--- src/rtl/sum_accumulator.sv ---
// Frame accumulator: sums NUM_SAMPLES signed samples and returns the total, the sample count and a sticky overflow flag.
// Optional saturating arithmetic is enabled with `define SUM_ACC_SAT_EN; the default build wraps.
module sum_accumulator #(
  parameter int WIDTH       = 32,
  parameter int ACC_WIDTH   = 40,
  parameter int NUM_SAMPLES = 4,
  localparam int CW         = $clog2(NUM_SAMPLES + 1)
) (
  input  logic                 clk,
  input  logic                 rst,
  input  logic                 in_valid,
  output logic                 in_ready,
  input  logic [WIDTH-1:0]     in_sum,
  input  logic                 clear,
  output logic                 out_valid,
  input  logic                 out_ready,
  output logic [ACC_WIDTH-1:0] out_acc,
  output logic [CW-1:0]        out_count,
  output logic                 out_ovf
);

  typedef enum logic {ACC, DONE} state_t;

  state_t                 state;
  logic [ACC_WIDTH-1:0]   acc;
  logic [CW-1:0]          count;
  logic                   ovf;

  logic [ACC_WIDTH-1:0]   ext;
  logic [ACC_WIDTH-1:0]   sum_raw;
  logic [ACC_WIDTH-1:0]   sum_next;
  logic                   add_ovf;
  logic [CW-1:0]          count_next;

  assign in_ready  = (state == ACC);
  assign out_valid = (state == DONE);

  always_comb begin
    ext        = ACC_WIDTH'($signed(in_sum));
    sum_raw    = acc + ext;
    // Signed overflow: operands share a sign that the result does not.
    add_ovf    = (acc[ACC_WIDTH-1] == ext[ACC_WIDTH-1]) &&
                 (sum_raw[ACC_WIDTH-1] != acc[ACC_WIDTH-1]);
    count_next = count + CW'(1);
    sum_next   = sum_raw;
`ifdef SUM_ACC_SAT_EN
    if (add_ovf) begin
      sum_next = acc[ACC_WIDTH-1] ? {1'b1, {(ACC_WIDTH-1){1'b0}}}
                                  : {1'b0, {(ACC_WIDTH-1){1'b1}}};
    end
`endif
  end

  always_ff @(posedge clk) begin
    if (rst) begin
      state     <= ACC;
      acc       <= '0;
      count     <= '0;
      ovf       <= 1'b0;
      out_acc   <= '0;
      out_count <= '0;
      out_ovf   <= 1'b0;
    end else if (clear) begin
      state <= ACC;
      acc   <= '0;
      count <= '0;
      ovf   <= 1'b0;
    end else begin
      case (state)
        ACC: begin
          if (in_valid) begin
            if (count_next == CW'(NUM_SAMPLES)) begin
              out_acc   <= sum_next;
              out_count <= count_next;
              out_ovf   <= ovf | add_ovf;
              acc       <= '0;
              count     <= '0;
              ovf       <= 1'b0;
              state     <= DONE;
            end else begin
              acc   <= sum_next;
              count <= count_next;
              ovf   <= ovf | add_ovf;
            end
          end
        end
        DONE: begin
          if (out_ready) state <= ACC;
        end
        default: state <= ACC;
      endcase
    end
  end

endmodule

--- config.mk ---
export PLATFORM = sky130hd
export DESIGN_NAME = sum_accumulator
export DESIGN_NICKNAME = d
export VERILOG_FILES = /design/src/rtl/sum_accumulator.sv
export SDC_FILE = /design/constraint.sdc
export NUM_CORES = 1
export LEC_CHECK = 0
export CAP_MARGIN = 40
export CORE_UTILIZATION = 55
export CTS_CLUSTER_DIAMETER = 60
export DETAILED_ROUTE_END_ITERATION = 7
export PLACE_DENSITY = 0.85
export SETUP_SLACK_MARGIN = 0.1
export SLEW_MARGIN = 20
export SYNTH_ARGS = -nofsm -noshare
export SYNTH_HDL_FRONTEND = slang
export SYNTH_SLANG_ARGS = --single-unit
export TNS_END_PERCENT = 20
--- constraint.sdc ---
create_clock -name clk -period 4.2 [get_ports clk]
set_input_delay 0.84 -clock clk [delete_from_list [all_inputs] [get_ports clk]]
set_output_delay 0.84 -clock clk [all_outputs]
set_load 0.005 [all_outputs]
==> results of run 1 <==
## stage by stage
stage | setup slack [ns] | hold slack (ns) | cell area (um^2)
finish | 0.637 | 0.458 | 6540
global route | 0.364 | 0.483 | 6540
CTS | 0.665 | 0.459 | 6540
detailed placement | 0.278 | 0.447 | 6320
global placement | 0.337 | 0.440 | 6320
floorplan | 0.999 | 0.429 | 5410
## kinds of logic (layout without fill, tap and decap cells)
group	after synthesis	count (layout)	share of synthesized area [%]
adders and majority gates	42	42	9.86
muxes	2	2	0.393
DFF	89	89	32.9
xor gates and xnor gates	38	38	6.15
and+or+nand+nor	216	216	17.5
buffers and inverters	50	120	3.61
AOI/OAI and AO/OA	231	231	29.6
## sequential cells by signal, indices dropped and copies added, names as in the netlist
name,flops
out_valid,1
out_acc,40
ovf,1
acc,40
count,3
out_ovf,1
out_count,3
## how the worst max path moves through the flow
stage	startpoint	endpoint	cells after the start
floorplan	in_sum[0]	acc[34]	10
global placement	in_sum[0]	acc[32]	11
detailed placement	in_sum[0]	acc[34]	11
CTS	in_sum[0]	acc[34]	11
global route	in_sum[1]	acc[37]	11
finish	in_sum[1]	acc[37]	11
## worst max-delay path: stages
cell             delay, ns
clkdlybuf4s50_1       0.47
ha_1                  0.34
a211oi_1              0.47
o211ai_1              0.16
nand4_1               0.18
o211ai_1              0.20
o2111ai_1             0.34
nand2_1               0.14
a41oi_1               0.33
xnor2_1               0.13
a22o_1                0.21
## cells in the final DEF, fill, tap and decap left out, types with 3 or more instances in the layout
cell and count:
o21a_1 5, o21bai_1 6, a21oi_2 4, o211ai_1 11, nand3_1 9, a31oi_1 6
nand2_1 112, xnor2_1 22, and2_1 3, nor3b_1 3, a41oi_1 3, o21ai_0 14
a21oi_1 81, nor3_1 7, a22o_1 19, inv_1 12, nor2_1 47, a22oi_1 18
or2_2 5, ha_1 41, dfxtp_1 89, nand4_1 8, a21o_1 23, a211o_1 3
o31ai_1 3, o21ai_1 7, and3_1 5, clkbuf_8 9, or3_1 4, inv_6 3
clkdlybuf4s50_1 82, nor2b_1 6, xor2_1 16, buf_4 10
## report_power, final
group	total [W]	internal, W	switching, W	leakage (nW)
Sequential	0.000873	0.000862	0.0000119	0.721
Clock	0.000678	0.000341	0.000337	0.111
Combinational	0.000374	0.000154	0.000219	1.84
## routing by layer
metal  wire length, um  vias up  GRT usage, %
met2              7140      189          52.0
met4               395        0          11.9
met3               803       44          4.97
met5                 0        -             0
met1              6250     2511          36.5
li1                  -     2540             -
## final cells by class
class	instances	area, um^2	share of cell area (%)
multi-input cells	529	3440	52.5
repair buffers	92	896	13.7
clock inverters	7	98.8	1.51
inverters	12	45.0	0.688
well taps	129	161	2.47
flip-flops and latches	89	1780	27.2
clock buffers	9	124	1.89
==> results.sh, run 1 <==
export IMPL_status="complete, no violations"
export IMPL_syn_area_um2=5410
export IMPL_tns_ns=0
export IMPL_r2r_start="acc[0]"
export IMPL_crit_type="input pin to flop"
export IMPL_num_nets_final=812
export IMPL_grt_pass1_wl_mm=24.1
export IMPL_power_leakage_nw=2.67
export IMPL_cts_tree="done"
export IMPL_synth_top_area_cell="dfxtp_1"
export IMPL_period_needed_ns=3.56
export IMPL_synth_edf_count=0
export IMPL_grt_total_usage_pct=29.8
export IMPL_via_count=5284
export IMPL_finalPower_w=0.00193
export IMPL_synthTopCellsByArea="dfxtp_1 (33%), ha_1 (9.5%), nand2_1 (7.8%)"
export IMPL_die_h_um=101
export IMPL_reg2reg_slack_ns=1.21
export IMPL_yosysTopAreaCellShare_pct=32.9
export IMPL_yosysWarnings=0
export IMPL_layout_area_overhead_vs_synth_pct=21.0
export IMPL_syn_nets=747
export IMPL_drive_above_1_share_pct=6.50
export IMPL_fin_cells=867
export IMPL_fin_util_pct=69.8
export IMPL_postCtsSetupBuffers=0
export IMPL_hold_end="out_acc[11]"
export IMPL_ys_seq_elements=89
export IMPL_dp_cells=851
export IMPL_nFillCells=813
export IMPL_die_w_um=101
export IMPL_ys_async_sr_fraction_pct=0
export IMPL_period_share_pct=84.8
export IMPL_power_density_nw_per_um2=294
export IMPL_holdCritPathClass="flop to flop"
export IMPL_clk_path_buf_depth=2
export IMPL_rsz0062_at_grt="false"
export IMPL_worstPathMaxFanout=3
export IMPL_fp_row_count=35
export IMPL_worstMarginPinSlew_ns=0.828
export IMPL_syn_area_per_cell_um2=8.10
export IMPL_synth_cells=668
export IMPL_cts_resized=0
export IMPL_r2r_cells=10
export IMPL_yosys_cell_types_count=63
export IMPL_synthTopCellsByCount="nand2_1 (112), dfxtp_1 (89), a21oi_1 (81), nor2_1 (47), ha_1 (41)"
export IMPL_ios=83
export IMPL_max_freq_mhz=281
export IMPL_cts_root_buffer="clkbuf_8"
export IMPL_drt_iter0_markers=263
export IMPL_seq_area_frac_synth_pct=32.9
export IMPL_cts_hold_buf=0
export IMPL_cp_end_kind="flop"
export IMPL_cp_required_ns=4.47
export IMPL_clock_skew_ns=0.0157
export IMPL_setup_violations=0
export IMPL_finalHoldViolations=0
export IMPL_clk_pin_slew_worst_paths_ns=0.09
export IMPL_clock_latency_ns=0.37
export IMPL_port_buffers=82
export IMPL_final_antenna_net_count=0
export IMPL_hp_start="out_acc[11]"
export IMPL_antenna_cells=0
export IMPL_startpoint_type="input pin"
export IMPL_first_pass_iters=5
export IMPL_finalMaxSlewViolations=0
export IMPL_core_um2=9370
export IMPL_synth_main_ff_cell="dfxtp_1"
export IMPL_antenna_found_initial=0
export IMPL_maxCapViolCount=0
export IMPL_min_path_cells=2
export IMPL_htreeDepth=3
export IMPL_grt_overflow=0
export IMPL_post_route_drc_count=0
export IMPL_yosysMostFrequentCell="nand2_1"
export IMPL_regToRegEndpoint="acc[32]"
export IMPL_grt_max_degree=46
export IMPL_viasPerCell=6.09
export IMPL_peakVddDrop_uv=196
export IMPL_wl_per_cell_um=16.8
export IMPL_start_util_pct=57.7
export IMPL_wl_mm=14.6
export IMPL_hpwl_mm=10.6
export IMPL_clock_sinks=89
export IMPL_relSlewSlack_pct=44.8
export IMPL_dieArea_um2=10200
export IMPL_cp_arrival_ns=3.83
export IMPL_grt_pass1_vias=5140
export IMPL_place_congestion=0.969
export IMPL_numCtsBuffers=9
Note: power is estimated with default switching activity, not from simulation.
==> run 2, diff against run 1 <==
CORE_UTILIZATION = 49   (was 55)
PLACE_DENSITY = 0.8   (was 0.85)
clock period = 3 ns   (was 4.2 ns; I/O delays follow)
==> run 2 against run 1 <==
Net effect: setup slack worse by 0.48 ns; cell count up 15%; largest power group unchanged; critical path type unchanged; die area up 12%; clock skew down 0.0075 ns; clock power up 17%; wire length up 18%; via count up 9.7%; combinational power up 93%; register-to-register slack worse by 0.99 ns; core utilization up 2.7 points.
==> results.sh, run 2 (same netlist as run 1, synthesis figures left out) <==
export IMPL_power_leakage_nw=3.30
export IMPL_place_congestion=0.931
export IMPL_nFillCells=831
export IMPL_cp_end_kind="flop"
export IMPL_maxCapViolCount=0
export IMPL_crit_type="input pin to flop"
export IMPL_clk_pin_slew_worst_paths_ns=0.09
export IMPL_max_freq_mhz=351
export IMPL_cts_tree="done"
export IMPL_layout_area_overhead_vs_synth_pct=40.8
export IMPL_ios=83
export IMPL_finalWorstSetupSlack_ns=0.153
export IMPL_p_comb_share_pct=26.4
export IMPL_power_frac_seq_pct=44.8
export IMPL_p_sw_share_pct=31.3
export IMPL_grt_pass1_wl_mm=27.0
export IMPL_num_nets_final=931
export IMPL_reg_top3="acc: 40 flops, out_acc: 40 flops"
export IMPL_cp_arrival_ns=3.12
export IMPL_relSlewSlack_pct=54.7
export IMPL_rsz0062_at_grt="true"
export IMPL_viasPerCell=5.84
export IMPL_peakVddDrop_uv=274
export IMPL_finalHoldViolations=0
export IMPL_status="complete, no violations"
export IMPL_htreeDepth=3
export IMPL_fin_util_pct=72.5
export IMPL_post_route_drc_count=0
export IMPL_numCtsBuffers=9
export IMPL_period_share_pct=94.9
export IMPL_dp_cells=970
export IMPL_wl_mm=17.3
export IMPL_antenna_found_initial=0
export IMPL_p_int_w=0.00188
export IMPL_finalPower_w=0.00274
export IMPL_first_pass_iters=8
export IMPL_fp_row_count=37
export IMPL_tns_ns=0
export IMPL_clock_skew_ns=0.00824
export IMPL_wl_per_cell_um=17.4
export IMPL_dieArea_um2=11500
export IMPL_finalMaxSlewViolations=0
export IMPL_start_util_pct=51.5
export IMPL_layout_commonest_cell="buf_4"
export IMPL_die_w_um=107
export IMPL_drt_iter0_markers=335
export IMPL_grt_overflow=0
export IMPL_clk_path_buf_depth=2
export IMPL_setup_violations=0
export IMPL_hpwl_mm=12.6
export IMPL_switchingPower_w=0.000857
export IMPL_port_buffers=82
export IMPL_fin_cells=993
export IMPL_grt_pass1_vias=5679
export IMPL_cp_required_ns=3.27
export IMPL_antenna_cells=0
export IMPL_final_antenna_net_count=0
export IMPL_p_clk_share_pct=28.9
export IMPL_drive_above_1_share_pct=22.1
export IMPL_startpoint_type="input pin"
export IMPL_grt_total_usage_pct=30.0
export IMPL_die_h_um=107
export IMPL_most_common_layout_cells="buf_4 (128), nand2_1 (112), dfxtp_1 (89), a21oi_1 (79), clkdlybuf4s50_1 (72)"
export IMPL_clock_latency_ns=0.38
export IMPL_power_density_nw_per_um2=360
export IMPL_holdCritPathClass="flop to flop"
export IMPL_cts_hold_buf=0
export IMPL_period_needed_ns=2.85
export IMPL_via_count=5798
export IMPL_grt_max_degree=46
export IMPL_cts_root_buffer="clkbuf_8"
export IMPL_core_um2=10500
export IMPL_clock_sinks=89
export IMPL_worstPathMaxFanout=4
export IMPL_worstMarginPinSlew_ns=0.680
export IMPL_pre_cts_slack_ns=-0.472
run 2: final timing paths:
| check | from | to | slack, ns | cells past startpoint |
|---|---|---|---|---|
| worst min-delay path | out_acc[11] | out_acc[11] | 0.46 | 2 |
| worst min register to register | out_acc[11] | out_acc[11] | 0.46 | 2 |
| worst max-delay path | in_sum[7] | out_ovf | 0.15 | 11 |
| worst max register to register | acc[0] | out_acc[10] | 0.22 | 13 |
run 2: area by class of cell:
class                           instances  area [um^2]  share of cell area, %
Clock inverter                          6         43.8                  0.575
Inverter                               12         45.0                  0.591
Clock buffer                           10          138                   1.81
Tap cell                              136          170                   2.23
Sequential cell                        89         1780                   23.4
Multi-Input combinational cell        529         3610                   47.4
Timing Repair Buffer                  211         1830                   24.0
run 2: timing repair:
action	in CTS	in global routing
endpoints found under the setup margin	29	46
pin swaps	10	18
setup buffers	3	4
endpoints found under the hold margin	0	0
resized for setup	8	32
run 2: layer usage:
metal | track usage, % | vias to the layer above | wire (um)
li1 | - | 2781 | -
met1 | 37.7 | 2743 | 7390
met2 | 51.6 | 236 | 8540
met3 | 4.26 | 38 | 976
met4 | 11.9 | 0 | 356
met5 | 0 | - | 0
run 2: critical path: stages:
cell and delay, ns:
clkdlybuf4s50_1 0.44, ha_1 0.32, nand4_1 0.14, or3_1 0.36, a21oi_2 0.14, o211a_1 0.24, o21ai_4 0.09, a21oi_4 0.26
a21oi_4 0.10, mux2i_2 0.17, o31a_1 0.24
run 2: power groups by stage:
stage	clock [W]	sequential [W]	combinational, W
floorplan	0	0.00124	0.000369
global placement	0	0.00125	0.000652
detailed placement	0	0.00125	0.000665
CTS	0.000809	0.00122	0.000678
global route	0.000854	0.00123	0.000777
finish	0.000791	0.00123	0.000723
run 2: stage by stage:
stage               hold WS [ns]  cell area (um^2)
finish                     0.457              7620
global route               0.479              7620
CTS                        0.460              7420
detailed placement         0.447              7180
global placement           0.441              7180
floorplan                  0.429              5410
